$ cat config.mk
export PLATFORM = sky130hd
export DESIGN_NAME = nibble_serial_adder
export DESIGN_NICKNAME = d
export VERILOG_FILES = /design/src/rtl/adder_pkg.sv /design/src/rtl/nibble_serial_adder_adder4b.sv /design/src/rtl/nibble_serial_adder.sv
export SDC_FILE = /design/constraint.sdc
export NUM_CORES = 1
export LEC_CHECK = 0
export ABC_AREA = 1
export ABC_CLOCK_PERIOD_IN_PS = 2100
export CORE_ASPECT_RATIO = 1.4
export CORE_MARGIN = 2
export CORE_UTILIZATION = 40
export CTS_CLUSTER_DIAMETER = 80
export CTS_CLUSTER_SIZE = 28
export DETAILED_ROUTE_END_ITERATION = 12
export DONT_BUFFER_PORTS = 1
export PLACE_DENSITY = 0.64
export SYNTH_ARGS = -nofsm -noshare
export SYNTH_HDL_FRONTEND = slang
export SYNTH_HIERARCHICAL = 1
export SYNTH_SLANG_ARGS = --single-unit
$ cat constraint.sdc
create_clock -name clk -period 2.1 [get_ports clk]
set_input_delay 0.105 -clock clk [delete_from_list [all_inputs] [get_ports clk]]
set_output_delay 0.105 -clock clk [all_outputs]
set_load 0.01 [all_outputs]
$ cat src/rtl/adder_pkg.sv
// ---------------------------------------------------------------------------
// adder_pkg
// Shared definitions for the nibble-serial adder:
//   NIBBLE_W  width of one adder slice (4 bits)
//   state_t   FSM encoding IDLE/RUN/DONE in a 2-bit register
//   clog2     ceiling log2, used to size the nibble index counter
// ---------------------------------------------------------------------------
package adder_pkg;

    localparam int NIBBLE_W = 4;

    typedef enum logic [1:0] {
        IDLE = 2'd0,
        RUN  = 2'd1,
        DONE = 2'd2
    } state_t;

    // Smallest r such that 2**r >= value (0 for value <= 1).
    function automatic int clog2(input int value);
        int r;
        r = 0;
        for (int i = 0; i < 31; i++) begin
            if ((1 << r) < value) begin
                r = r + 1;
            end
        end
        return r;
    endfunction

endpackage

$ cat src/rtl/nibble_serial_adder_adder4b.sv
// ---------------------------------------------------------------------------
// Adder4b
// Combinational 4-bit ripple-carry adder slice.
// Ports:
//   A, B  : 4-bit operands
//   Ci    : carry in
//   S     : 4-bit sum (A+B+Ci mod 16)
//   Co    : carry out of bit 3
// ---------------------------------------------------------------------------
module Adder4b
    import adder_pkg::*;
(
    input  logic [NIBBLE_W-1:0] A,
    input  logic [NIBBLE_W-1:0] B,
    input  logic                Ci,
    output logic [NIBBLE_W-1:0] S,
    output logic                Co
);

    logic [NIBBLE_W:0] w_c;

    assign w_c[0] = Ci;

    generate
        for (genvar gi = 0; gi < NIBBLE_W; gi++) begin : g_fa
            assign S[gi]       = A[gi] ^ B[gi] ^ w_c[gi];
            assign w_c[gi + 1] = (A[gi] & B[gi]) | (A[gi] & w_c[gi]) | (B[gi] & w_c[gi]);
        end
    endgenerate

    assign Co = w_c[NIBBLE_W];

endmodule

$ cat src/rtl/nibble_serial_adder.sv
// ---------------------------------------------------------------------------
// nibble_serial_adder
// Multi-cycle W-bit adder (W = 4*NIBBLES) that reuses one Adder4b slice,
// processing one operand nibble per clock, LSB nibble first. The carry
// between nibbles is registered. Result handed off on valid/ready.
// Ports:
//   clk, rst              : clock, synchronous active-high reset
//   in_valid / in_ready   : operand handshake (ready only in IDLE)
//   a, b, ci              : W-bit operands and carry-in
//   out_valid / out_ready : result handshake (valid only in DONE)
//   sum, co, ovf          : W-bit sum, unsigned carry out, signed overflow
// ---------------------------------------------------------------------------
module nibble_serial_adder
    import adder_pkg::*;
#(
    parameter int NIBBLES = 4
) (
    input  logic                      clk,
    input  logic                      rst,
    input  logic                      in_valid,
    output logic                      in_ready,
    input  logic [NIBBLE_W*NIBBLES-1:0] a,
    input  logic [NIBBLE_W*NIBBLES-1:0] b,
    input  logic                      ci,
    output logic                      out_valid,
    input  logic                      out_ready,
    output logic [NIBBLE_W*NIBBLES-1:0] sum,
    output logic                      co,
    output logic                      ovf
);

    localparam int W     = NIBBLE_W * NIBBLES;
    localparam int IDX_W = clog2(NIBBLES + 1);
    localparam logic [IDX_W-1:0] LAST_IDX = IDX_W'(NIBBLES - 1);

    state_t             r_state;
    state_t             w_state_next;
    logic [IDX_W-1:0]   r_idx;
    logic [W-1:0]       r_a;
    logic [W-1:0]       r_b;
    logic [W-1:0]       r_sum;
    logic               r_carry;
    logic               r_co;
    logic               r_ovf;
    // Operand sign bits, kept because the shift registers lose them.
    logic               r_a_msb;
    logic               r_b_msb;

    logic               w_accept;
    logic               w_last;
    logic [NIBBLE_W-1:0] w_s;
    logic               w_co;

    Adder4b u_adder4b (
        .A  (r_a[NIBBLE_W-1:0]),
        .B  (r_b[NIBBLE_W-1:0]),
        .Ci (r_carry),
        .S  (w_s),
        .Co (w_co)
    );

    // Next-state and handshake decode.
    always_comb begin
        w_state_next = r_state;
        w_accept     = 1'b0;
        w_last       = 1'b0;
        case (r_state)
            IDLE: begin
                if (in_valid) begin
                    w_accept     = 1'b1;
                    w_state_next = RUN;
                end
            end
            RUN: begin
                if (r_idx == LAST_IDX) begin
                    w_last       = 1'b1;
                    w_state_next = DONE;
                end
            end
            DONE: begin
                if (out_ready) begin
                    w_state_next = IDLE;
                end
            end
            default: w_state_next = IDLE;
        endcase
    end

    always_ff @(posedge clk) begin
        if (rst) begin
            r_state <= IDLE;
            r_idx   <= '0;
            r_a     <= '0;
            r_b     <= '0;
            r_sum   <= '0;
            r_carry <= 1'b0;
            r_co    <= 1'b0;
            r_ovf   <= 1'b0;
            r_a_msb <= 1'b0;
            r_b_msb <= 1'b0;
        end else begin
            r_state <= w_state_next;
            if (w_accept) begin
                r_a     <= a;
                r_b     <= b;
                r_carry <= ci;
                r_idx   <= '0;
                r_a_msb <= a[W-1];
                r_b_msb <= b[W-1];
            end else if (r_state == RUN) begin
                // New slice result enters at the top; after NIBBLES steps
                // the first slice has been shifted down to bits [3:0].
                r_sum   <= (r_sum >> NIBBLE_W) | (W'(w_s) << (W - NIBBLE_W));
                r_carry <= w_co;
                r_a     <= r_a >> NIBBLE_W;
                r_b     <= r_b >> NIBBLE_W;
                r_idx   <= r_idx + 1'b1;
                if (w_last) begin
                    r_co  <= w_co;
                    r_ovf <= (r_a_msb == r_b_msb) && (w_s[NIBBLE_W-1] != r_a_msb);
                end
            end
        end
    end

    assign in_ready  = (r_state == IDLE);
    assign out_valid = (r_state == DONE);
    assign sum       = r_sum;
    assign co        = r_co;
    assign ovf       = r_ovf;

endmodule

==> impl_metrics.yaml <==
outcome:
  outcome: "finished with violations"
  violations: "negative setup slack"
layout:
  antennaDiodeCount: 0
  final_nets: 434
  syn2layout_area_growth_pct: 15.3
  layout-drive-gt1-share_pct: 9.85
  regArea_um2: 1160
  multi_input_area_um2: 1200
  stdcell_area_um2: 3050
  nFillCells: 672
synthesis:
  yosysWarnings: 6
  ys_seq_area_share_pct: 43.9
  synth_cells: 386
  synthMuxAreaShare_pct: 0
  synth-xor-area-share_pct: 0.331
  synth_compound_area_share_pct: 9.22
  syn_area_per_cell_um2: 6.86
  synthesis.nets: 429
  synthAdderAreaFrac_pct: 3.97
  synth_top_family_by_area: "simple AND/OR/NAND/NOR gates"
  ys_types: 20
  ys_ff_latch: 58
  synth_area_um2: 2650
  yosys.area_share.simple_pct: 31.7
detailed_routing:
  antenna_violating_nets_post_route: 0
  drtIter0Drc: 100
  vias: 2302
  routed_via_density: 4.90
  dr.pass1.iters: 4
  post_drt_wl_per_cell_um: 12.6
  remaining_drc_errors: 0
  wirelength_mm: 5.94
floorplanning:
  ios: 57
  die-area_um2: 7290
  fp.coreArea_um2: 6480
  die_h_um: 100
  dieWidth_um: 72.7
  num_rows: 35
  initial_core_util_pct: 40.8
min_path:
  worstHoldPathCells: 3
  holdCritPathClass: "input pin to flop"
  hp-start: "in_valid"
  whs_endpoint: "r_b[7]"
timing:
  tns_ns: -0.123
  fmax_mhz: 459
  slew_headroom_pct: 16.2
  rsz0062_at_grt: "yes"
  worst_pin_slew_ns: 1.26
  period_share_pct: 104
  fin_crit_ns: 2.18
  finalSetupViolations: 2
  hold_viol: 0
  fin_skew_ns: 0.00838
  drv_slew: 0
  fin_ws_ns: -0.0809
pwr:
  cellLeakagePower_uw: 0.00137
  total_power_uw: 2860
  power_density_nw_per_um2: 936
  vdd_drop_max_mv: 0.431
run:
  drv_cap: 0
critical_path:
  cpMostUsedCell: "inv_2"
  r2r-start: "r_a[0]"
  end_kind: "flop"
  arrival_ns: 2.41
  rr_worst_depth: 13
  crit_fanout: 2
  rr_endpoint: "ovf"
  critPathLaunchType: "flop"
  crit_path_top_delay_cell: "fa_1"
  max_stage_delay_ns: 0.42
  r2r_setup_slack_ns: -0.08
  required_ns: 2.33
  crit_chain: "inv_2 > fa_1 > inv_1 > fa_2 > fa_2 > inv_2 > fa_1 > inv_2 > inv_1 > nand3_1 > nand2_1 > nor2_1 > nor2_1"
  path_class: "flop to flop"
cts:
  cts_root_buf: "clkbuf_8"
  cts_tree: "built"
  clkSinkCount: 58
  htreeDepth: 3
  clk_latency_ns: 0.33
  cts_max_path_buffers: 2
  cts_buffers: 9
  path_clk_slew_ns: 0.07
global_route:
  grt_antenna_before_repair: 0
  overflow: 0
  grtUsageTotal_pct: 17.5
  grt_pass1_vias: 2084
  grt_max_degree: 35
  grt_first_pass_wirelength_mm: 9.78
placement:
  place.gp.congestion: 0.760
  place_area_um2: 2670
  dp_hpwl_mm: 3.82
  preCtsSetupSlack_ns: -0.104
  portBuffers: 0
## stage by stage
step	hold slack, ns	std cells	utilization [%]
6_report	0.0147	470	47.1
5_1_grt	0.0149	470	47.1
4_1_cts	0.00195	470	47.1
3_5_place_dp	0.180	443	41.2
3_3_place_gp	0.177	443	41.2
2_1_floorplan	0.248	386	-
## cell families after synthesis
group,count (synthesis)
xor+xnor,1
simple gates,204
flops,58
buf+inv,69
compound gates,48
fa+ha+maj,6
## layer usage
layer	vias up	track usage (%)	part of all wire [%]
li1	1209	-	-
met1	1020	21.5	42
met2	66	28.5	51
met3	7	4.92	4.8
met4	0	7.26	1.5
met5	-	0	0
## cell usage in the layout, fill, tap and decap left out, types with 3 or more instances in the layout
cell type,netlist,routed
nand2_1,100,100
nor2_1,57,57
dfxtp_1,58,55
nand3_1,44,44
inv_1,34,30
a21oi_1,25,24
o21ai_0,22,22
clkbuf_8,0,11
clkinv_1,10,10
dlygate4sd3_1,0,10
inv_2,2,6
buf_4,2,6
bufinv_16,0,3
dfxtp_2,0,3
## where the power goes
group          total (uW)  internal (uW)  switching [uW]
sequential           1250           1180            65.3
clock                1290            849             440
combinational         320            121             199
total                2860           2150             705
## flip-flops by register name, indices dropped and copies added (netlist names)
name,cells
co,1
ovf,1
r_a_msb,1
r_idx,3
r_b_msb,1
r_a,16
r_state,2
r_b,16
r_carry,1
sum,16
## worst max path at each step
stage / start / endpoint / slack (ns) / depth (start not counted)
2_1_floorplan: r_a[0] / ovf / -0.009 / 13
3_3_place_gp: r_a[0] / ovf / -0.08 / 13
3_5_place_dp: r_b[0] / ovf / -0.10 / 13
4_1_cts: r_a[0] / ovf / -0.1 / 13
5_1_grt: r_carry / ovf / -0.25 / 13
6_report: r_a[0] / ovf / -0.08 / 13
## cells in the mapped netlist, drive strengths merged
cell type / count / area (um^2)
nand2: 101 / 387
clkinv: 10 / 37.5
ha: 2 / 25.0
fa: 4 / 80.1
dfxtp: 58 / 1160
o21ai: 23 / 119
buf: 15 / 86.3
nand3: 44 / 220
inv: 36 / 135
clkbuf: 8 / 30.0
a21oi: 25 / 125
nor2: 59 / 231
xor2: 1 / 8.76
## what timing repair did
| item | 4_1_cts | 5_1_grt |
|---|---|---|
| cloned | 0 | 0 |
| pin swaps | 1 | 0 |
| setup endpoints to repair | 2 | 3 |
| endpoints found under the hold margin | 38 | 0 |
| setup buffers | 0 | 0 |
| gates resized for setup | 5 | 2 |
| hold buffers | 11 | 0 |
## critical path, delay by kind of cell (launching register included)
family                     cells  cell delay (ns)
and+or+nand+nor                4             0.24
buffers and inverters          5             0.27
adders and majority gates      4             1.24
DFF                            1             0.32
## layout make-up
| cell class | count | area share, % |
|---|---|---|
| timing repair buffer | 17 | 5.41 |
| clock buffer | 11 | 4.96 |
| multi-input combinational | 259 | 39.5 |
| inverter | 46 | 5.66 |
| clock inverter | 5 | 3.28 |
| tap | 74 | 3.03 |
| sequential | 58 | 38.2 |
(Power assumes the default switching activity.)
